## src/rtl/fx2fp_batch_ctrl.sv

```systemverilog
// fx2fp_batch_ctrl: sequences the fixed(8.8)->float16 converter over a batch of operands in byte-wide data memory
// Ports: clk; reset (async, active-low); start/count (batch request, count latched on accept);
//   done (level, high in DONE) / busy / timeout (sticky per batch);
//   mem_addr/mem_wr_en/mem_wdata/mem_rdata (single data-memory port, combinational read);
//   cv_start (launch pulse) / cv_operand / cv_done / cv_result (converter core handshake)
module fx2fp_batch_ctrl #(
  parameter int AW       = 8,
  parameter int CW       = 6,
  parameter int SRC_BASE = 0,
  parameter int DST_BASE = 2,
  parameter int STRIDE   = 4,
  parameter int TIMEOUT  = 255
) (
  input  logic          clk,
  input  logic          reset,
  input  logic          start,
  input  logic [CW-1:0] count,
  output logic          done,
  output logic          busy,
  output logic          timeout,
  output logic [AW-1:0] mem_addr,
  output logic          mem_wr_en,
  output logic [7:0]    mem_wdata,
  input  logic [7:0]    mem_rdata,
  output logic          cv_start,
  output logic [15:0]   cv_operand,
  input  logic          cv_done,
  input  logic [15:0]   cv_result
);
  localparam int WW = $clog2(TIMEOUT + 1);
  localparam logic [AW-1:0] SB = AW'(SRC_BASE);
  localparam logic [AW-1:0] DB = AW'(DST_BASE);
  localparam logic [AW-1:0] ST = AW'(STRIDE);
  typedef enum logic [2:0] {IDLE, RD_LO, RD_HI, LAUNCH, WAIT, WR_LO, WR_HI, DONE} state_t;
  state_t state;
  logic [CW-1:0] idx, cnt_l;
  logic [15:0] op, res;
  logic [WW-1:0] wcnt;
  logic [AW-1:0] dst_a, src_n;
  assign dst_a = DB + ST * AW'(idx);
  assign src_n = SB + ST * AW'(idx + CW'(1));
  assign cv_operand = op;
  assign mem_wdata = state == WR_LO ? res[7:0] : state == WR_HI ? res[15:8] : 8'h00;
  // Outputs are loaded on the transition into the state that owns them
  always_ff @(posedge clk or negedge reset) begin
    if (!reset) begin
      state     <= IDLE;
      idx       <= '0;
      cnt_l     <= '0;
      op        <= '0;
      res       <= '0;
      wcnt      <= '0;
      done      <= 1'b0;
      busy      <= 1'b0;
      timeout   <= 1'b0;
      mem_addr  <= '0;
      mem_wr_en <= 1'b0;
      cv_start  <= 1'b0;
    end else begin
      cv_start  <= 1'b0;
      mem_wr_en <= 1'b0;
      case (state)
        IDLE, DONE: if (start) begin
          cnt_l   <= count;
          idx     <= '0;
          timeout <= 1'b0;
          done    <= count == '0;
          busy    <= count != '0;
          state   <= count == '0 ? DONE : RD_LO;
          mem_addr <= count == '0 ? '0 : SB;
        end
        RD_LO: begin
          op[7:0]  <= mem_rdata;
          mem_addr <= mem_addr + AW'(1);
          state    <= RD_HI;
        end
        RD_HI: begin
          op[15:8] <= mem_rdata;
          mem_addr <= '0;
          cv_start <= 1'b1;
          state    <= LAUNCH;
        end
        LAUNCH: begin
          wcnt  <= '0;
          state <= WAIT;
        end
        WAIT: if (cv_done || wcnt == WW'(TIMEOUT - 1)) begin
          res       <= cv_done ? cv_result : 16'h7E00;
          timeout   <= timeout | ~cv_done;
          mem_addr  <= dst_a;
          mem_wr_en <= 1'b1;
          state     <= WR_LO;
        end else begin
          wcnt <= wcnt + WW'(1);
        end
        WR_LO: begin
          mem_addr  <= mem_addr + AW'(1);
          mem_wr_en <= 1'b1;
          state     <= WR_HI;
        end
        WR_HI: if (idx == cnt_l - CW'(1)) begin
          done     <= 1'b1;
          busy     <= 1'b0;
          mem_addr <= '0;
          state    <= DONE;
        end else begin
          idx      <= idx + CW'(1);
          mem_addr <= src_n;
          state    <= RD_LO;
        end
        default: state <= IDLE;
      endcase
    end
  end
endmodule
```

## config.mk

```make
export PLATFORM = sky130hd
export DESIGN_NAME = fx2fp_batch_ctrl
export DESIGN_NICKNAME = d
export VERILOG_FILES = /design/src/rtl/fx2fp_batch_ctrl.sv
export SDC_FILE = /design/constraint.sdc
export NUM_CORES = 1
export LEC_CHECK = 0
export ABC_AREA = 1
export CAP_MARGIN = 30
export CORE_MARGIN = 2
export CORE_UTILIZATION = 51
export DETAILED_ROUTE_END_ITERATION = 6
export PLACE_DENSITY = 0.79
export SKIP_CTS_REPAIR_TIMING = 1
export SLEW_MARGIN = 25
export SYNTH_ARGS = -nofsm -noshare
export SYNTH_HDL_FRONTEND = slang
export SYNTH_SLANG_ARGS = --single-unit
export TNS_END_PERCENT = 100
```

## constraint.sdc

```tcl
create_clock -name clk -period 1.8 [get_ports clk]
set_input_delay 0.36 -clock clk [delete_from_list [all_inputs] [get_ports clk]]
set_output_delay 0.36 -clock clk [all_outputs]
set_load 0.02 [all_outputs]
```

==> results.sh <==
export IMPL_place_hpwl_mm=6.028
export IMPL_multi_input_area_um2=1615
export IMPL_n_antenna_cell=0
export IMPL_drt_pass1_iterations=4
export IMPL_final_area_um2=4841
export IMPL_synth_area_leaders="dfrtp_1 (49%), nand2_1 (16%), inv_1 (7.9%), o21ai_0 (5.8%), nor2_1 (3.4%)"
export IMPL_worstReg2RegStart="cnt_l[0]$_DFFE_PN0P_"
export IMPL_synth_nets=494
export IMPL_core_area_um2=6681
export IMPL_synth_flop_cell="dfrtp_1"
export IMPL_max_freq_mhz=540.4
export IMPL_seq_area_frac_synth_pct=49.10
export IMPL_ios=71
export IMPL_rrSetupSlack_ns=0.09
export IMPL_clk_pin_slew_ns=0.08
export IMPL_syn_area_um2=3466
export IMPL_area_growth_pct=39.68
export IMPL_ant_nets=0
export IMPL_ys_ff_latch=68
export IMPL_cts_sinks=68
export IMPL_grt_pass1_vias=3239
export IMPL_clock_skew_ns=0.007386
export IMPL_finalSetupViolations=1
export IMPL_grt_pass1_wl_mm=14.28
export IMPL_critPathCaptureType="primary output"
export IMPL_ff_latch_area_um2=1702
export IMPL_synth_common_cells="nand2_1 (146), inv_1 (73), dfrtp_1 (68)"
export IMPL_p_total_w=0.008233
export IMPL_finalHoldViolations=0
export IMPL_grt_ovfl_total=0
export IMPL_rsz0062_at_grt="true"
export IMPL_synth_edf_count=0
export IMPL_die_area_um2=7471
export IMPL_drtIter0Drc=162
export IMPL_async_reset_ff_share_pct=100.0
export IMPL_synth_cell_types=28
export IMPL_placed_cell_area_um2=4398
export IMPL_die_h_um=86.44
export IMPL_antenna_found_initial=0
export IMPL_yosys_area_top_type="dfrtp_1"
export IMPL_layout_nets=596
export IMPL_path_max_fanout=5
export IMPL_grt_max_degree=69
export IMPL_slew_violations=0
export IMPL_crit_type="flop to primary output"
export IMPL_cts_root_buf="clkbuf_8"
export IMPL_drc=0
export IMPL_cts_max_level=3
export IMPL_start_kind="flop"
export IMPL_ff2ff_path_depth=13
export IMPL_r2r_end="done$_DFFE_PN0P_"
export IMPL_vdd_drop_max_mv=1.087
export IMPL_synth_top_area_share_pct=49.10
export IMPL_initial_utilization_pct=51.87
export IMPL_placementRows=30
export IMPL_fin_ws_ns=-0.05034
export IMPL_yosysWarnings=0
export IMPL_failed_checks="negative setup slack"
export IMPL_io_buffers=70
export IMPL_period_needed_ns=1.850
export IMPL_hp_class="primary input to asynchronous set/reset pin"
export IMPL_insertion_delay_ns=0.34
export IMPL_tightest_slew_ns=0.4816
export IMPL_slew_headroom_pct=67.82
export IMPL_grt_usage_pct=24.06
export IMPL_final_fill_count=496
export IMPL_power_density_nw_per_um2=1701
export IMPL_period_share_pct=102.8
export IMPL_cp_required_ns=1.44
export IMPL_path_cells="nor2_4 -> nand2_2 -> buf_6 -> o22ai_1 -> buf_4"
export IMPL_die_x_um=86.44
export IMPL_cts_tree="done"
export IMPL_path_delay_family="flip-flops"
export IMPL_post_drt_wl_per_cell_um=13.72
export IMPL_drt_total_wl_mm=8.807
export IMPL_drive_above_1_share_pct=16.73
export IMPL_globalplace_congestion=0.8625
export IMPL_syn_area_per_cell_um2=7.617
export IMPL_worst_path_largest_cell_delay_ns=0.43
export IMPL_drv_cap=0
export IMPL_cts_buffer_depth=2
export IMPL_vias_per_cell=5.199
export IMPL_cp_slowest_cell="dfrtp_1"
export IMPL_leakagePower_nw=2.471
export IMPL_vias=3338
export IMPL_cts_buffers=9
export IMPL_syn_instance_count=455
export IMPL_cp_arrival_ns=1.49
export IMPL_critPathBufInv=2
export IMPL_yosysMostFrequentCell="nand2_1"
export IMPL_run_status="finished with violations"
-- placed cells by master (no fill, tap or decap), types with 2 or more instances in the layout --
cell type and n:
o22ai_2 2, inv_1 68, inv_6 3, clkinvlp_4 2
o21ai_0 40, nor2_1 29, a211oi_1 2, dfrtp_1 68
nand2_2 14, inv_2 5, xor2_1 4, buf_6 8
nand2_1 136, nand4_1 4, clkdlybuf4s50_1 55, o31ai_1 3
buf_4 26, nor2_4 6, clkinv_2 2, nor3_1 3
nand3_1 18, dlymetal6s2s_1 6, o22ai_4 4, ha_1 4
a21oi_1 18, nand3_2 2, nand3_4 2, clkbuf_8 9
o22ai_1 5
-- per-layer routing --
metal  wire [µm]  track usage [%]  vias up
met5           0                0        -
met4         230            10.65        0
met3         596            7.524       26
met2        4306            37.55      107
met1        3673            30.87     1565
li1            -                -     1640
-- kinds of logic after synthesis --
group,Yosys count,synth area share (%)
xor+xnor,6,1.516
compound gates,78,12.27
fa+ha+maj,5,1.805
flops,68,49.10
buf+inv,81,8.881
simple gates,217,26.43
-- per-stage QoR --
stage / hold WS [ns] / cells / setup TNS [ns] / util [%] / worst slack [ns]
floorplan: 0.06441 / 455 / 0 / - / 0.1143
global placement: 0.4057 / 619 / -0.3598 / 65.82 / -0.04867
detailed placement: 0.4082 / 619 / -1.059 / 65.82 / -0.1157
CTS: 0.02513 / 635 / -4.328 / 68.78 / -0.5072
global route: 0.04871 / 642 / -0.8078 / 72.45 / -0.09840
finish: 0.01054 / 642 / -0.05034 / 72.45 / -0.05034
-- state kept, by name (all words and copies together) (netlist names) --
signal	cells
res	16
mem_wr_en	1
done	1
mem_addr	8
cv_operand	16
state	3
wcnt	8
busy	1
timeout	1
cnt_l	6
cv_start	1
idx	6
-- worst register-to-register path, cell delays in order (launching register included) --
cell and delay [ns]:
dfrtp_1 0.36, inv_2 0.05, ha_4 0.27, inv_2 0.03, nand2_2 0.05, nand2_1 0.05, nor2_1 0.10, nand2_1 0.09
nor2_4 0.15, nand4_1 0.15, buf_4 0.20, nand2_2 0.06, nand2_1 0.05, nand2_1 0.05
-- how the worst max path moves through the flow --
stage | from | to | slack [ns] | cells past startpoint
final | state[1]$_DFFE_PN0P_ | mem_wdata[7] | -0.05 | 5
after global routing | state[0]$_DFFE_PN0P_ | mem_wdata[7] | -0.1 | 6
after CTS | state[0]$_DFFE_PN0P_ | mem_wdata[3] | -0.51 | 6
after detailed placement | state[0]$_DFFE_PN0P_ | mem_wdata[3] | -0.12 | 6
after global placement | state[1]$_DFFE_PN0P_ | mem_wdata[6] | -0.05 | 5
after floorplan | state[0]$_DFFE_PN0P_ | mem_wdata[0] | 0.11 | 6
-- cell type report --
| cell class | instances | share of cell area (%) |
|---|---|---|
| clock buffer | 9 | 2.559 |
| clock inverter | 7 | 1.525 |
| inverter | 75 | 5.996 |
| multi-input combinational | 306 | 33.37 |
| sequential | 68 | 35.15 |
| tap | 80 | 2.068 |
| timing repair buffer | 97 | 19.33 |
-- power by group --
group          internal [W]  leakage [nW]  switching, W
Clock              0.000647         0.100      0.000626
Sequential          0.00215         0.858      0.000477
Combinational       0.00183          1.51       0.00250
Total               0.00463          2.47       0.00361
(Power assumes the default switching activity.)
